File: src/rtl/fetch_decode_buffer.sv
// fetch_decode_buffer: IF/ID boundary FIFO. It captures completed fetches,
// acknowledges the fetcher, and presents the selected 32-bit instruction
// half to the decoder through a valid/ready handshake. It also owns the
// sequential fetch PC.
module fetch_decode_buffer #(
    parameter int          DEPTH    = 2,
    parameter logic [63:0] RESET_PC = 64'h0
) (
    input  logic                       clk,
    input  logic                       reset,
    input  logic                       fetcher_done,
    input  logic [63:0]                instruction_in,
    input  logic [63:0]                fetch_address,
    input  logic                       jump_reset,
    input  logic [63:0]                jump_target,
    output logic                       if_id_pipeline_valid,
    output logic [63:0]                pc_current,
    output logic                       id_valid,
    output logic [31:0]                id_instruction,
    output logic [63:0]                id_pc,
    input  logic                       id_ready,
    output logic [$clog2(DEPTH):0]     occupancy
);

    localparam int PW = $clog2(DEPTH);
    localparam int CW = PW + 1;
    localparam logic [CW-1:0] FULL_COUNT = CW'(DEPTH);

    logic [63:0]   r_word [DEPTH];
    logic [63:0]   r_addr [DEPTH];
    logic [PW-1:0] r_wrPtr;
    logic [PW-1:0] r_rdPtr;
    logic [CW-1:0] r_count;
    logic          r_ack;
    logic [63:0]   r_pc;

    logic          w_pop;
    logic          w_push;
    logic [63:0]   w_headWord;
    logic [63:0]   w_headAddr;

    // The pop is derived from the registered count, so id_ready only steers
    // state at the edge; the acknowledge stays purely registered.
    assign w_pop  = id_valid && id_ready;

    // The acknowledge term blocks a second capture while the fetcher is still
    // lowering done, and a pop can make room in a full FIFO for this push.
    assign w_push = fetcher_done && !r_ack && !jump_reset &&
                    ((r_count < FULL_COUNT) || w_pop);

    assign w_headWord = r_word[r_rdPtr];
    assign w_headAddr = r_addr[r_rdPtr];

    assign id_valid             = (r_count != '0);
    assign id_instruction       = w_headAddr[2] ? w_headWord[63:32] : w_headWord[31:0];
    assign id_pc                = w_headAddr;
    assign occupancy            = r_count;
    assign if_id_pipeline_valid = r_ack;
    assign pc_current           = r_pc;

    // Entry storage. Contents are don't-care after reset or a flush, so the
    // array is left unreset.
    always_ff @(posedge clk) begin
        if (w_push) begin
            r_word[r_wrPtr] <= instruction_in;
            r_addr[r_wrPtr] <= fetch_address;
        end
    end

    // Pointers, count, acknowledge and PC. A flush wins over both push and pop.
    always_ff @(posedge clk or posedge reset) begin
        if (reset) begin
            r_wrPtr <= '0;
            r_rdPtr <= '0;
            r_count <= '0;
            r_ack   <= 1'b0;
            r_pc    <= RESET_PC;
        end else if (jump_reset) begin
            r_wrPtr <= '0;
            r_rdPtr <= '0;
            r_count <= '0;
            r_ack   <= 1'b0;
            r_pc    <= jump_target;
        end else begin
            r_ack <= w_push;
            if (w_push) begin
                r_wrPtr <= r_wrPtr + 1'b1;
                r_pc    <= fetch_address + 64'd4;
            end
            if (w_pop) begin
                r_rdPtr <= r_rdPtr + 1'b1;
            end
            case ({w_push, w_pop})
                2'b10:   r_count <= r_count + 1'b1;
                2'b01:   r_count <= r_count - 1'b1;
                default: r_count <= r_count;
            endcase
        end
    end

endmodule
File: config.mk
export PLATFORM = sky130hd
export DESIGN_NAME = fetch_decode_buffer
export DESIGN_NICKNAME = d
export VERILOG_FILES = /design/src/rtl/fetch_decode_buffer.sv
export SDC_FILE = /design/constraint.sdc
export NUM_CORES = 1
export LEC_CHECK = 0
export ABC_AREA = 1
export ABC_CLOCK_PERIOD_IN_PS = 7500
export BUFFER_PORTS_ARGS = -buffer_cell sky130_fd_sc_hd__buf_2
export CAP_MARGIN = 10
export CORE_AREA = 2 2 177 179
export CTS_CLUSTER_DIAMETER = 200
export DETAILED_ROUTE_END_ITERATION = 10
export DIE_AREA = 0 0 179 181
export PLACE_DENSITY = 0.75
export SLEW_MARGIN = 20
export SYNTH_ARGS = -nofsm -noshare
export SYNTH_HDL_FRONTEND = slang
export SYNTH_SLANG_ARGS = --single-unit
File: constraint.sdc
create_clock -name clk -period 7.5 [get_ports clk]
set_input_delay 0.375 -clock clk [delete_from_list [all_inputs] [get_ports clk]]
set_output_delay 0.375 -clock clk [all_outputs]
set_load 0.02 [all_outputs]
==> metrics.yaml <==
ff_latch_area_um2: 9418
rows: 64
clockRootBuffer: "clkbuf_16"
crit_path_start_kind: "primary input"
die_area_um2: 32400
nets: 1933
clock-sinks: 325
vias: 11550
grt_max_degree: 117
synth_top_family_by_area: "simple AND/OR/NAND/NOR gates"
startpoint: "jump_reset"
totalWireLength_um: 41690
path_clk_slew_ns: 0.06
hold_class: "primary input to register"
cts.repair.resized: 0
drtIter0Drc: 944
min_period_ns: 3.662
crit_type: "primary input to register"
syn_area_um2: 14380
area_delta_synth_final_pct: 22.87
synth_cell_types: 32
antenna_found_initial: 6
crit_chain: "buf_2, buf_4, nor3_2, inv_2, nor2_4, inv_2, nor2_4, buf_12"
start_util: 0.4739
first_pass_iters: 5
h-tree-depth: 2
nFillCells: 2609
die_y_um: 181
status: "finished clean"
crit_required_ns: 7.62
synthTopCellsByArea: "edfxtp_1 (53%), nand2_1 (12%), dfrtp_1 (12%)"
drv_slew: 0
rsz0062_at_grt: "false"
grt_pass1_vias: 11030
yosys.area_share.xor_xnor: 0.01461
hold_ws_ns: 0.06613
die_width_um: 179
synth.yosys.seq_area_share: 0.6545
cp_max_fo: 106
cts_max_path_buffers: 3
gp_congestion: 0.9820
ir_worst_vdd_uv: 177.0
post_cts_buffers: 0
yosys.area_share.simple: 0.2035
synth-adder-area-share: 0.0008699
multi_input_area_um2: 4572
drive_gt1_frac: 0.2625
timing.rr.start: "if_id_pipeline_valid$_DFF_PP0_"
worst_slew_margin_rel: 0.2955
avgSynthCellArea_um2: 10.42
drv_cap: 0
setup_violations: 0
ys_warn_count: 0
hold_violations: 0
cp-end-kind: "register"
syn_nets: 1578
cts_tree: "built"
groute.usage.overall: 0.2533
core_area_um2: 30350
max_stage_delay_ns: 0.68
ys_ff_latch: 325
setup-tns-final_ns: 0
numCtsBuffers: 35
worstPathArrival_ns: 3.79
ant_nets: 0
fmax_mhz: 273.1
worst_hold_startpoint: "instruction_in[4]"
period_share: 0.4883
synth-compound-area-share: 0.07446
cts_hold_buf: 0
grt_pass1_wl_um: 62200
crit_path_top_delay_cell: "nor2_4"
overflow: 0
worst_pin_slew_ns: 1.057
synth.area.mux_share: 0.02227
hpwl_um: 29750
postSynthCellCount: 1380
wl_per_cell_um: 19.33
yosys.area.top_type: "edfxtp_1"
drc_errors: 0
synth_top_area_frac: 0.5344
clock_skew_ns: 0.02051
io_pins: 361
io_buffers: 360
viasPerCell: 5.353
p_leak_nw: 7.211
clk-insertion-delay-late_ns: 0.51
power_per_cell_area_nw_per_um2: 256.9
[power breakdown]
part / switching [W] / internal, W
logic: 0.000552 / 0.000255
clock network: 0.000672 / 0.000938
registers: 0.0000610 / 0.00206
[kinds of logic (layout without fill, tap and decap cells)]
group                    Yosys count  after routing
adder cells (fa/ha/maj)            1              1
flip-flops                       325            325
buffers and inverters            110            490
other                              0              1
multiplexers                      32             32
AND/OR/NAND/NOR                  718            718
AO/OA/AOI/OAI                    170            170
XOR/XNOR                          24             24
[final timing paths]
check,end,slack [ns],cells after the start
hold reg to reg,pc_current[4]$_DFFE_PP0P_,0.50,2
setup / recovery,r_addr[1][45]$_DFFE_PP_,3.84,8
setup reg to reg,r_addr[1][45]$_DFFE_PP_,3.87,6
max in group asynchronous,r_rdPtr$_DFFE_PP0P_,6.64,3
hold / removal,r_word[1][4]$_DFFE_PP_,0.07,1
min in group asynchronous,pc_current[13]$_DFFE_PP0P_,0.16,3
[worst max-delay path: cells and delay by family]
kind | cells | cell delay [ns]
simple gates | 3 | 1.71
buf+inv | 5 | 1.53
[cells in the mapped netlist (all sizes together)]
cell type  instances
a31oi              3
nor2             145
o21bai             3
nand4             18
edfxtp           256
or2               34
o21ai             77
xor2              17
mux2i             32
a22oi             47
nand3b             1
a21o               1
o211ai            34
o2111ai            1
nor3               2
a21oi              4
inv               60
buf               18
dfrtp             69
xnor2              7
nand3             50
clkbuf            32
ha                 1
nand2            466
and2               2
[layout by cell type, fill, tap and decap left out, types with 4 or more instances in the layout]
cell and count:
inv_2 4, xor2_1 17, nand3_1 50, o211ai_1 34, a22oi_1 47, edfxtp_1 256, inv_1 55, buf_2 360
clkbuf_16 37, nor2_1 138, nand4_1 18, clkinv_2 4, or2_2 33, nand2_1 466, clkinv_1 8, mux2i_1 32
a21oi_1 4, buf_4 6, o21ai_1 55, xnor2_1 7, nor2_4 5, dfrtp_1 68, o21ai_0 21, clkbuf_1 8
[metal layers]
metal	vias up	routed length, µm	track usage
met3	87	3486	0.05913
met2	526	19940	0.4209
met1	5491	17000	0.3289
met4	6	1234	0.07837
met5	-	32	0
li1	5437	-	-
[per-stage QoR]
stage                     instances  area [µm²]  setup WS [ns]    util  power (W)
after floorplan                1380       14380         0.3333       -   0.002637
after global placement         2094       16600          3.351  0.5469   0.002955
after detailed placement       2094       16600          3.294  0.5469   0.002969
after CTS                      2156       17670          3.816  0.5822   0.004575
after global routing           2157       17670          3.575  0.5823   0.004727
final                          2157       17670          3.838  0.5823   0.004541
[area by class of cell]
cell class / instances / area share
flip-flops and latches: 325 / 0.5329
multi-input cells: 945 / 0.2587
repair buffers: 368 / 0.1068
clock buffers: 45 / 0.05409
well taps: 396 / 0.02804
inverters: 60 / 0.01281
clock inverters: 17 / 0.006584
diodes: 1 / 0.0001416
[flip-flops by register name (all words and copies together), names as in the netlist]
name	cells
if_id_pipeline_valid	1
occupancy	2
pc_current	64
r_addr	128
r_rdPtr	1
r_word	128
r_wrPtr	1
(Power assumes the default switching activity.)
